--- src/rtl/mmio_timer_if.sv ---
// AXI4-Lite bundle between the CPU mmio master port and the machine timer.
interface mmio_timer_if;
    logic [31:0] awaddr;
    logic        awvalid;
    logic        awready;
    logic [31:0] wdata;
    logic [3:0]  wstrb;
    logic        wvalid;
    logic        wready;
    logic [1:0]  bresp;
    logic        bvalid;
    logic        bready;
    logic [31:0] araddr;
    logic        arvalid;
    logic        arready;
    logic [31:0] rdata;
    logic [1:0]  rresp;
    logic        rvalid;
    logic        rready;

    modport master (
        output awaddr, awvalid, wdata, wstrb, wvalid, bready, araddr, arvalid, rready,
        input  awready, wready, bresp, bvalid, arready, rdata, rresp, rvalid
    );

    modport slave (
        input  awaddr, awvalid, wdata, wstrb, wvalid, bready, araddr, arvalid, rready,
        output awready, wready, bresp, bvalid, arready, rdata, rresp, rvalid
    );
endinterface

--- src/rtl/mmio_timer.sv ---
// Machine timer: free-running 64-bit mtime behind a 16-bit prescaler, a 64-bit
// mtimecmp and a registered level irq, on an AXI4-Lite slave with independent
// read and write channel FSMs.
module mmio_timer #(
    parameter logic [31:0] BASE = 32'h0000_0000
) (
    input  logic        aclk,
    input  logic        aresetn,
    mmio_timer_if.slave bus,
    output logic        irq
);

    localparam logic [1:0]  RESP_OKAY   = 2'b00;
    localparam logic [1:0]  RESP_SLVERR = 2'b10;
    localparam logic [31:0] MAP_END     = 32'h0000_0018;

    localparam logic [2:0] IDX_MTIME_LO = 3'd0;
    localparam logic [2:0] IDX_MTIME_HI = 3'd1;
    localparam logic [2:0] IDX_CMP_LO   = 3'd2;
    localparam logic [2:0] IDX_CMP_HI   = 3'd3;
    localparam logic [2:0] IDX_CTRL     = 3'd4;
    localparam logic [2:0] IDX_PRESCALE = 3'd5;

    typedef enum logic { W_IDLE, W_RESP } w_state_t;
    typedef enum logic { R_IDLE, R_RESP } r_state_t;

    typedef struct packed {
        logic [31:0] data;
        logic [1:0]  resp;
    } rd_rsp_t;

    // Timer state
    logic [63:0] mtime;
    logic [63:0] mtimecmp;
    logic        en;
    logic        ie;
    logic [15:0] prescale;
    logic [15:0] pc;
    logic [31:0] snap;
    logic        tick;
    logic        hit;

    // Bus decode
    w_state_t    w_state, w_next;
    r_state_t    r_state, r_next;
    logic [31:0] wr_off, rd_off;
    logic [2:0]  wr_idx, rd_idx;
    logic        wr_hit, rd_hit;
    logic        wr_go, rd_go;
    logic        wr_map;
    logic        we_mtime_lo, we_mtime_hi, we_cmp_lo, we_cmp_hi, we_ctrl, we_pre;
    rd_rsp_t     rd_rsp;

    // Byte-strobe merge of a write into a 32-bit register image.
    function automatic logic [31:0] merge(input logic [31:0] old,
                                          input logic [31:0] data,
                                          input logic [3:0]  strb);
        logic [31:0] res;
        res = old;
        for (int i = 0; i < 4; i++)
            if (strb[i]) res[i*8 +: 8] = data[i*8 +: 8];
        return res;
    endfunction

    // Offsets are relative to BASE; anything at or past 0x18 (including
    // addresses below BASE, which wrap high) is unmapped.
    assign wr_off = bus.awaddr - BASE;
    assign rd_off = bus.araddr - BASE;
    assign wr_idx = wr_off[4:2];
    assign rd_idx = rd_off[4:2];
    assign wr_hit = (wr_off < MAP_END);
    assign rd_hit = (rd_off < MAP_END);

    // AW and W are only ever taken together; reset masks acceptance so the
    // ready outputs read 0 while aresetn is low.
    assign wr_go  = (w_state == W_IDLE) & bus.awvalid & bus.wvalid & aresetn;
    assign rd_go  = (r_state == R_IDLE) & bus.arvalid & aresetn;

    assign wr_map      = wr_go & wr_hit;
    assign we_mtime_lo = wr_map & (wr_idx == IDX_MTIME_LO);
    assign we_mtime_hi = wr_map & (wr_idx == IDX_MTIME_HI);
    assign we_cmp_lo   = wr_map & (wr_idx == IDX_CMP_LO);
    assign we_cmp_hi   = wr_map & (wr_idx == IDX_CMP_HI);
    assign we_ctrl     = wr_map & (wr_idx == IDX_CTRL);
    assign we_pre      = wr_map & (wr_idx == IDX_PRESCALE);

    assign tick = en & (pc == prescale);
    assign hit  = (mtime >= mtimecmp);

    // Channel FSM state registers
    always_ff @(posedge aclk or negedge aresetn) begin
        if (!aresetn) begin
            w_state <= W_IDLE;
            r_state <= R_IDLE;
        end else begin
            w_state <= w_next;
            r_state <= r_next;
        end
    end

    // Channel FSM next-state: leave RESP only on the response handshake
    always_comb begin
        w_next = w_state;
        r_next = r_state;
        case (w_state)
            W_IDLE:  if (wr_go)      w_next = W_RESP;
            W_RESP:  if (bus.bready) w_next = W_IDLE;
            default:                 w_next = W_IDLE;
        endcase
        case (r_state)
            R_IDLE:  if (rd_go)      r_next = R_RESP;
            R_RESP:  if (bus.rready) r_next = R_IDLE;
            default:                 r_next = R_IDLE;
        endcase
    end

    // Channel FSM outputs: readies in IDLE, valids in RESP
    always_comb begin
        bus.awready = wr_go;
        bus.wready  = wr_go;
        bus.bvalid  = (w_state == W_RESP);
        bus.arready = (r_state == R_IDLE) & aresetn;
        bus.rvalid  = (r_state == R_RESP);
    end

    // Write response code, captured at acceptance and held through RESP
    always_ff @(posedge aclk or negedge aresetn) begin
        if (!aresetn)   bus.bresp <= RESP_OKAY;
        else if (wr_go) bus.bresp <= wr_hit ? RESP_OKAY : RESP_SLVERR;
    end

    // Prescaler: wraps at PRESCALE, restarts on any CTRL/PRESCALE write
    always_ff @(posedge aclk or negedge aresetn) begin
        if (!aresetn)               pc <= '0;
        else if (we_ctrl || we_pre) pc <= '0;
        else if (tick)              pc <= '0;
        else if (en)                pc <= pc + 16'd1;
    end

    // mtime: a bus write to either half wins over the tick and blocks any
    // carry into the other half for that cycle
    always_ff @(posedge aclk or negedge aresetn) begin
        if (!aresetn)         mtime         <= '0;
        else if (we_mtime_lo) mtime[31:0]   <= merge(mtime[31:0], bus.wdata, bus.wstrb);
        else if (we_mtime_hi) mtime[63:32]  <= merge(mtime[63:32], bus.wdata, bus.wstrb);
        else if (tick)        mtime         <= mtime + 64'd1;
    end

    // mtimecmp halves
    always_ff @(posedge aclk or negedge aresetn) begin
        if (!aresetn) begin
            mtimecmp <= '1;
        end else begin
            if (we_cmp_lo) mtimecmp[31:0]  <= merge(mtimecmp[31:0], bus.wdata, bus.wstrb);
            if (we_cmp_hi) mtimecmp[63:32] <= merge(mtimecmp[63:32], bus.wdata, bus.wstrb);
        end
    end

    // CTRL and PRESCALE; only the implemented bytes are strobe-sensitive
    always_ff @(posedge aclk or negedge aresetn) begin
        if (!aresetn) begin
            en       <= 1'b0;
            ie       <= 1'b0;
            prescale <= '0;
        end else begin
            if (we_ctrl && bus.wstrb[0]) begin
                en <= bus.wdata[0];
                ie <= bus.wdata[1];
            end
            if (we_pre && bus.wstrb[0]) prescale[7:0]  <= bus.wdata[7:0];
            if (we_pre && bus.wstrb[1]) prescale[15:8] <= bus.wdata[15:8];
        end
    end

    // Read mux over pre-write register values
    always_comb begin
        rd_rsp.data = '0;
        rd_rsp.resp = RESP_OKAY;
        if (!rd_hit) begin
            rd_rsp.resp = RESP_SLVERR;
        end else begin
            case (rd_idx)
                IDX_MTIME_LO: rd_rsp.data = mtime[31:0];
                IDX_MTIME_HI: rd_rsp.data = snap;
                IDX_CMP_LO:   rd_rsp.data = mtimecmp[31:0];
                IDX_CMP_HI:   rd_rsp.data = mtimecmp[63:32];
                IDX_CTRL:     rd_rsp.data = {30'd0, ie, en};
                IDX_PRESCALE: rd_rsp.data = {16'd0, prescale};
                default:      rd_rsp.data = '0;
            endcase
        end
    end

    // Read data capture; a MTIME_LO read latches the high word of the same
    // cycle so a following MTIME_HI read pairs with it
    always_ff @(posedge aclk or negedge aresetn) begin
        if (!aresetn) begin
            bus.rdata <= '0;
            bus.rresp <= RESP_OKAY;
            snap      <= '0;
        end else if (rd_go) begin
            bus.rdata <= rd_rsp.data;
            bus.rresp <= rd_rsp.resp;
            if (rd_hit && (rd_idx == IDX_MTIME_LO)) snap <= mtime[63:32];
        end
    end

    // Registered level interrupt
    always_ff @(posedge aclk or negedge aresetn) begin
        if (!aresetn) irq <= 1'b0;
        else          irq <= ie & hit;
    end

endmodule

--- src/flat_wrapper.sv ---
// flat-port wrapper written by rule: the top's interface ports become plain ports
module mmio_timer_flat 
#(
    parameter logic [31:0] BASE = 32'h0000_0000
)
  (aclk, aresetn, irq, bus_awaddr, bus_awvalid, bus_wdata, bus_wstrb, bus_wvalid, bus_bready, bus_araddr, bus_arvalid, bus_rready, bus_awready, bus_wready, bus_bresp, bus_bvalid, bus_arready, bus_rdata, bus_rresp, bus_rvalid);
  mmio_timer_if bus_i ();
  input  logic aclk;
  input  logic aresetn;
  output logic irq;
  input wire logic [$bits(bus_i.awaddr)-1:0] bus_awaddr;
  input wire logic [$bits(bus_i.awvalid)-1:0] bus_awvalid;
  input wire logic [$bits(bus_i.wdata)-1:0] bus_wdata;
  input wire logic [$bits(bus_i.wstrb)-1:0] bus_wstrb;
  input wire logic [$bits(bus_i.wvalid)-1:0] bus_wvalid;
  input wire logic [$bits(bus_i.bready)-1:0] bus_bready;
  input wire logic [$bits(bus_i.araddr)-1:0] bus_araddr;
  input wire logic [$bits(bus_i.arvalid)-1:0] bus_arvalid;
  input wire logic [$bits(bus_i.rready)-1:0] bus_rready;
  output wire logic [$bits(bus_i.awready)-1:0] bus_awready;
  output wire logic [$bits(bus_i.wready)-1:0] bus_wready;
  output wire logic [$bits(bus_i.bresp)-1:0] bus_bresp;
  output wire logic [$bits(bus_i.bvalid)-1:0] bus_bvalid;
  output wire logic [$bits(bus_i.arready)-1:0] bus_arready;
  output wire logic [$bits(bus_i.rdata)-1:0] bus_rdata;
  output wire logic [$bits(bus_i.rresp)-1:0] bus_rresp;
  output wire logic [$bits(bus_i.rvalid)-1:0] bus_rvalid;
  assign bus_i.awaddr = bus_awaddr;
  assign bus_i.awvalid = bus_awvalid;
  assign bus_i.wdata = bus_wdata;
  assign bus_i.wstrb = bus_wstrb;
  assign bus_i.wvalid = bus_wvalid;
  assign bus_i.bready = bus_bready;
  assign bus_i.araddr = bus_araddr;
  assign bus_i.arvalid = bus_arvalid;
  assign bus_i.rready = bus_rready;
  assign bus_awready = bus_i.awready;
  assign bus_wready = bus_i.wready;
  assign bus_bresp = bus_i.bresp;
  assign bus_bvalid = bus_i.bvalid;
  assign bus_arready = bus_i.arready;
  assign bus_rdata = bus_i.rdata;
  assign bus_rresp = bus_i.rresp;
  assign bus_rvalid = bus_i.rvalid;
  mmio_timer #(.BASE(BASE)) u_core (.aclk(aclk), .aresetn(aresetn), .bus(bus_i), .irq(irq));
endmodule
--- config.mk ---
export PLATFORM = sky130hd
export DESIGN_NAME = mmio_timer_flat
export DESIGN_NICKNAME = d
export VERILOG_FILES = /design/src/rtl/mmio_timer_if.sv /design/src/rtl/mmio_timer.sv /design/src/flat_wrapper.sv
export SDC_FILE = /design/constraint.sdc
export NUM_CORES = 1
export LEC_CHECK = 0
export CELL_PAD_IN_SITES_DETAIL_PLACEMENT = 1
export CELL_PAD_IN_SITES_GLOBAL_PLACEMENT = 1
export CORE_MARGIN = 5
export CORE_UTILIZATION = 41
export CTS_CLUSTER_SIZE = 24
export DETAILED_ROUTE_END_ITERATION = 8
export PLACE_DENSITY_LB_ADDON = 0.15
export SYNTH_ARGS = -nofsm -noshare
export SYNTH_HDL_FRONTEND = slang
export SYNTH_SLANG_ARGS = --single-unit
--- constraint.sdc ---
create_clock -name aclk -period 2.63 [get_ports aclk]
set_clock_uncertainty 0.05 [all_clocks]
set_input_delay 0.526 -clock aclk [delete_from_list [all_inputs] [get_ports aclk]]
set_output_delay 0.526 -clock aclk [all_outputs]
set_load 0.1 [all_outputs]
==> impl_metrics.json, run 1 <==
{
  "p_leak_nw": 8.64,
  "setup_viol": 0,
  "max-slew-margin-rel_pct": 39.9,
  "syn_area_mm2": 0.0144,
  "p_per_area_mw_per_mm2": 428,
  "seqCellArea_mm2": 0.00587,
  "cap_viol_max_count": 0,
  "io_buffers": 142,
  "vias_per_cell": 6.08,
  "dp_hpwl_mm": 43.5,
  "maxSlewViolCount": 0,
  "seq_power_share_pct": 43.7,
  "core_area_mm2": 0.0346,
  "cts_tree": "done",
  "synth-xor-area-share_pct": 1.33,
  "critical_path.startpoint_type": "register",
  "synthFlopType": "dfrtp_1",
  "synth_edf_count": 0,
  "fin_area_mm2": 0.0191,
  "clk_latency_ns": 0.57,
  "cp.arrival_ns": 3.00,
  "cp_max_fo": 3,
  "final_cell_mix": "buf_4, dfrtp_1, nand2_1",
  "synth-adder-area-share_pct": 5.72,
  "switching_share_pct": 24.3,
  "clock_sinks": 231,
  "die_x_um": 198,
  "ys_ff_latch": 231,
  "max_freq_ghz": 0.385,
  "gp_congestion": 0.942,
  "dr.pass1.iters": 5,
  "vdd_drop_max_uv": 482,
  "synth-simple-area-share_pct": 19.6,
  "grt_pass1_wl_mm": 87.3,
  "grt_pass1_vias": 14300,
  "nets": 1939,
  "io_pins": 149,
  "clock_path_buffers": 3,
  "drt_iter0_drc": 991,
  "status": "finished, violations left",
  "p_clk_share_pct": 49.2,
  "layout.cells.most_common": "buf_4",
  "layout-drive-gt1-share_pct": 31.4,
  "die-height_um": 198,
  "yosysWarnings": 0,
  "path_class": "register to register",
  "ant_nets": 0,
  "grt_use_total_pct": 28.8,
  "row_count": 68,
  "grt_max_degree": 63,
  "p_int_mw": 6.17,
  "clk_pin_slew_ns": 0.06,
  "p_sw_mw": 1.98,
  "timing.hold.ws_ns": -0.00308,
  "failed_checks": "negative hold slack",
  "layout_min_cycle_time_ns": 2.60,
  "power_frac_comb_pct": 7.1,
  "wl_per_cell_um": 25.5,
  "multiInputGateArea_mm2": 0.00825,
  "synth_compound_area_share_pct": 13.3,
  "hold_class": "input port to async pin",
  "num_vias": 13600,
  "synth_cells": 1443,
  "min_period_over_period_pct": 98.7,
  "syn_avg_cell_area_um2": 10.0,
  "cp-end-kind": "register",
  "rsz0062_at_grt": "no",
  "hold_viol_final": 4,
  "critPathRequiredTime_ns": 3.03,
  "htree_levels": 1,
  "dpl-instance-area_mm2": 0.0180,
  "seq_area_frac_synth_pct": 40.6,
  "initial_core_util_pct": 41.7,
  "overflow": 0,
  "synthMuxAreaShare_pct": 15.2,
  "cts_buffers": 29,
  "syn_to_final_growth_pct": 32.1,
  "num-fill-cells": 3808,
  "cts-root-buf": "clkbuf_16",
  "drc_errors": 0,
  "synth_top_family_by_area": "simple AND/OR/NAND/NOR gates",
  "finalWirelength_mm": 57.2,
  "fin_total_pwr_mw": 8.16,
  "async_reset_ff_share_pct": 100,
  "die-area_mm2": 0.0391,
  "diodes": 0,
  "post-route-util_pct": 55.1,
  "synthDistinctLibCells": 82,
  "antenna_found_initial": 0,
  "rrSetupSlack_ns": 0.03,
  "tightest_slew_ns": 0.898
}
-- cell type report --
class                   instances  area share [%]
repair buffers                354            16.4
well taps                     455            2.98
clock buffers                  43            4.39
inverters                      86            1.71
clock inverters                10           0.544
flip-flops and latches        231            30.8
multi-input cells            1064            43.2
-- sequential cells by signal, indices dropped and copies added, names as in the netlist --
signal,cells
u_core.mtimecmp,64
u_core.bus.rdata,32
u_core.en,1
u_core.mtime,64
u_core.ie,1
u_core.prescale,16
u_core.bus.rresp,1
u_core.bus.rvalid,1
u_core.pc,16
u_core.bus.bvalid,1
u_core.bus.bresp,1
u_core.snap,32
u_core.irq,1
-- through the flow --
stage | setup TNS, ns | std cells | setup WS, ns
after floorplan | -5.92 | 1444 | -0.125
after global placement | -76.35 | 2185 | -0.589
after detailed placement | -85.16 | 2185 | -0.639
after CTS | -0.00539 | 2241 | -0.00539
after global routing | 0 | 2243 | 0.00653
final | 0 | 2243 | 0.0342
-- power groups by stage --
stage	Sequential (mW)	Clock (mW)	Combinational [mW]
after floorplan	3.65	0	0.156
after global placement	3.63	0	0.560
after detailed placement	3.63	0	0.568
after CTS	3.57	4.05	0.573
after global routing	3.57	4.21	0.606
final	3.57	4.01	0.575
-- worst max-delay path, cell delays in order, from the launching register on --
cell     delay (ns)
dfrtp_1        0.47
xor2_1         0.22
nor4_1         0.27
buf_4          0.17
nand4_1        0.11
buf_4          0.18
buf_4          0.16
nor4_4         0.43
a21oi_1        0.16
a21oi_1        0.25
-- cell usage after synthesis, types with 31 or more instances --
library cell	instances	area share (%)
o21ai_0	62	2.1
nand3_1	66	2.3
dfstp_2	64	12
dfrtp_1	167	29
nor4_1	33	1.4
nor2_1	61	1.6
mux2_2	85	6.6
ha_1	66	5.7
inv_1	85	2.2
a21oi_1	75	2.6
clkbuf_1	31	0.81
and3_1	34	1.5
nand2_1	127	3.3
nand4_1	45	1.9
-- final timing paths --
path,start,end,cells after the start
max,u_core.prescale[13],u_core.mtime[35],9
min,aresetn,u_core.prescale[13],2
max reg2reg,u_core.prescale[13],u_core.mtime[35],9
min reg2reg,u_core.bus.rdata[8],u_core.bus.rdata[8],2
max in group asynchronous,aresetn,u_core.mtime[5],3
min in group aclk,bus_araddr[2],u_core.bus.rdata[10],3
-- routing by layer --
layer / track usage (%) / vias up / wire, µm
met5: 0 / - / 0
li1: - / 6054 / -
met1: 39.9 / 6972 / 24800
met2: 47.5 / 504 / 26900
met3: 3.97 / 115 / 3660
met4: 7.70 / 0 / 1880
-- repair_timing --
| action | in CTS | in global routing |
|---|---|---|
| resized for setup | 10 | 17 |
| hold buffers | 1 | 0 |
| hold endpoints to repair | 6 | 0 |
| setup buffers | 1 | 2 |
| gates cloned | 1 | 0 |
| pin swaps | 2 | 6 |
| setup endpoints to repair | 55 | 91 |
-- cell families (layout without fill, tap and decap cells) --
group,Yosys count,count (layout)
and+or+nand+nor,514,514
muxes,166,166
other,1,2
buffers and inverters,149,493
xor gates and xnor gates,22,22
AOI/OAI and AO/OA,294,294
adders and majority gates,66,66
DFF,231,231
Power figures use the tool's default switching activity.
==> inputs of run 2 (changes only) <==
CORE_UTILIZATION = 46   (was 41)
DONT_BUFFER_PORTS = 1   (was not set)
==> impl_metrics.json, run 2 (synthesis results as in run 1) <==
{
  "critPathRequiredTime_ns": 2.99,
  "cts_tree": "done",
  "drc_errors": 0,
  "layout.cells.most_common": "dfrtp_1",
  "core_area_mm2": 0.0308,
  "tightest_slew_ns": 0.927,
  "cp_max_fo": 5,
  "finalWirelength_mm": 53.5,
  "timing.hold.ws_ns": -0.374,
  "hold_class": "input port to async pin",
  "antenna_found_initial": 0,
  "layout_min_cycle_time_ns": 2.59,
  "drt_iter0_drc": 968,
  "overflow": 0,
  "die-area_mm2": 0.0350,
  "grt_pass1_wl_mm": 82.6,
  "io_pins": 149,
  "grt_pass1_vias": 13700,
  "path_class": "register to register",
  "gp_congestion": 0.933,
  "nets": 1743,
  "initial_core_util_pct": 46.8,
  "rsz0062_at_grt": "yes",
  "critical_path.startpoint_type": "register",
  "max_freq_ghz": 0.387,
  "failed_checks": "negative hold slack",
  "cp-end-kind": "register",
  "setup_viol": 0,
  "dr.pass1.iters": 5,
  "reg_top3": "u_core.mtime (64), u_core.mtimecmp (64)",
  "htree_levels": 1,
  "hold_viol_final": 202,
  "status": "finished, violations left",
  "cts-root-buf": "clkbuf_16",
  "clock_path_buffers": 3,
  "grt_max_degree": 234,
  "max-slew-margin-rel_pct": 38.2,
  "vdd_drop_max_uv": 413,
  "syn_to_final_growth_pct": 19.3,
  "ant_nets": 0,
  "instances_no_fill": 1986,
  "num_vias": 12900,
  "vias_per_cell": 6.49,
  "num-fill-cells": 3386,
  "min_period_over_period_pct": 98.3,
  "clk_latency_ns": 0.54,
  "maxSlewViolCount": 0,
  "cp.arrival_ns": 2.95,
  "clock_sinks": 231,
  "io_buffers": 0,
  "final_cell_mix": "dfrtp_1, buf_4, nand2_1",
  "grt_use_total_pct": 29.7,
  "cts_buffers": 27,
  "die-height_um": 187,
  "dp_hpwl_mm": 39.5,
  "layout-drive-gt1-share_pct": 29.2,
  "wl_per_cell_um": 26.9,
  "die_x_um": 187,
  "diodes": 0,
  "pre_cts_ws_ns": -0.197,
  "row_count": 64,
  "cap_viol_max_count": 0,
  "post-route-util_pct": 55.9,
  "placedCellCount": 1929,
  "clk_pin_slew_ns": 0.06,
  "p_leak_nw": 7.72,
  "setup_ws_ns": 0.0441,
  "p_per_area_mw_per_mm2": 447
}
run 2: cell type report:
type | instances | area, µm² | share of cell area (%)
Multi-Input combinational cell | 1064 | 8250 | 47.9
Sequential cell | 231 | 5870 | 34.1
Timing Repair Buffer | 160 | 1370 | 7.97
Clock buffer | 42 | 802 | 4.66
Tap cell | 396 | 495 | 2.88
Inverter | 86 | 327 | 1.90
Clock inverter | 7 | 110 | 0.639
run 2: worst paths after layout:
| check | start | endpoint | slack, ns | depth (start not counted) |
|---|---|---|---|---|
| max | u_core.mtime[9] | u_core.mtime[52] | 0.04 | 6 |
| min in group aclk | bus_rready | u_core.bus.rvalid | 0.03 | 1 |
| max reg2reg | u_core.mtime[9] | u_core.mtime[52] | 0.04 | 6 |
| min | aresetn | u_core.bus.rdata[13] | -0.37 | 0 |
| max in group asynchronous | aresetn | u_core.bus.bvalid | 2.42 | 0 |
| min reg2reg | u_core.mtimecmp[55] | u_core.mtimecmp[55] | 0.45 | 2 |
run 2: metal layers:
metal	global-route usage, %	vias to the layer above	wire length (µm)
met5	0	-	0
met4	7.99	0	1560
met2	49.1	508	25300
met1	40.2	6605	22800
li1	-	5664	-
met3	5.47	107	3940
run 2: through the flow:
step                      setup TNS, ns  instance area [µm²]  total power [mW]
after floorplan                   -5.92                14700              3.81
after global placement            -8.45                16100              3.80
after detailed placement         -13.56                16100              3.80
after CTS                             0                17100              7.73
after global routing            -0.0931                17200              7.91
final                                 0                17200              7.69
run 2: critical path, stage by stage (launching register included):
cell     delay (ns)
dfrtp_1        0.43
nand3_1        0.16
or4_4          0.62
or4_1          0.65
nor4_2         0.27
o22a_1         0.21
a21oi_1        0.06
run 2: what timing repair did:
| action | 4_1_cts | 5_1_grt |
|---|---|---|
| buffers inserted | 0 | 7 |
| endpoints found under the hold margin | 231 | 231 |
| cloned | 0 | 1 |
| endpoints found under the setup margin | 7 | 25 |
| pin swaps | 1 | 2 |
| resized for setup | 6 | 19 |
run 2: power breakdown:
part	leakage, nW	switching (mW)	internal, mW	total, mW
registers	2.92	0.00389	3.56	3.57
logic	4.35	0.120	0.0569	0.177
clock network	0.451	1.57	2.37	3.95
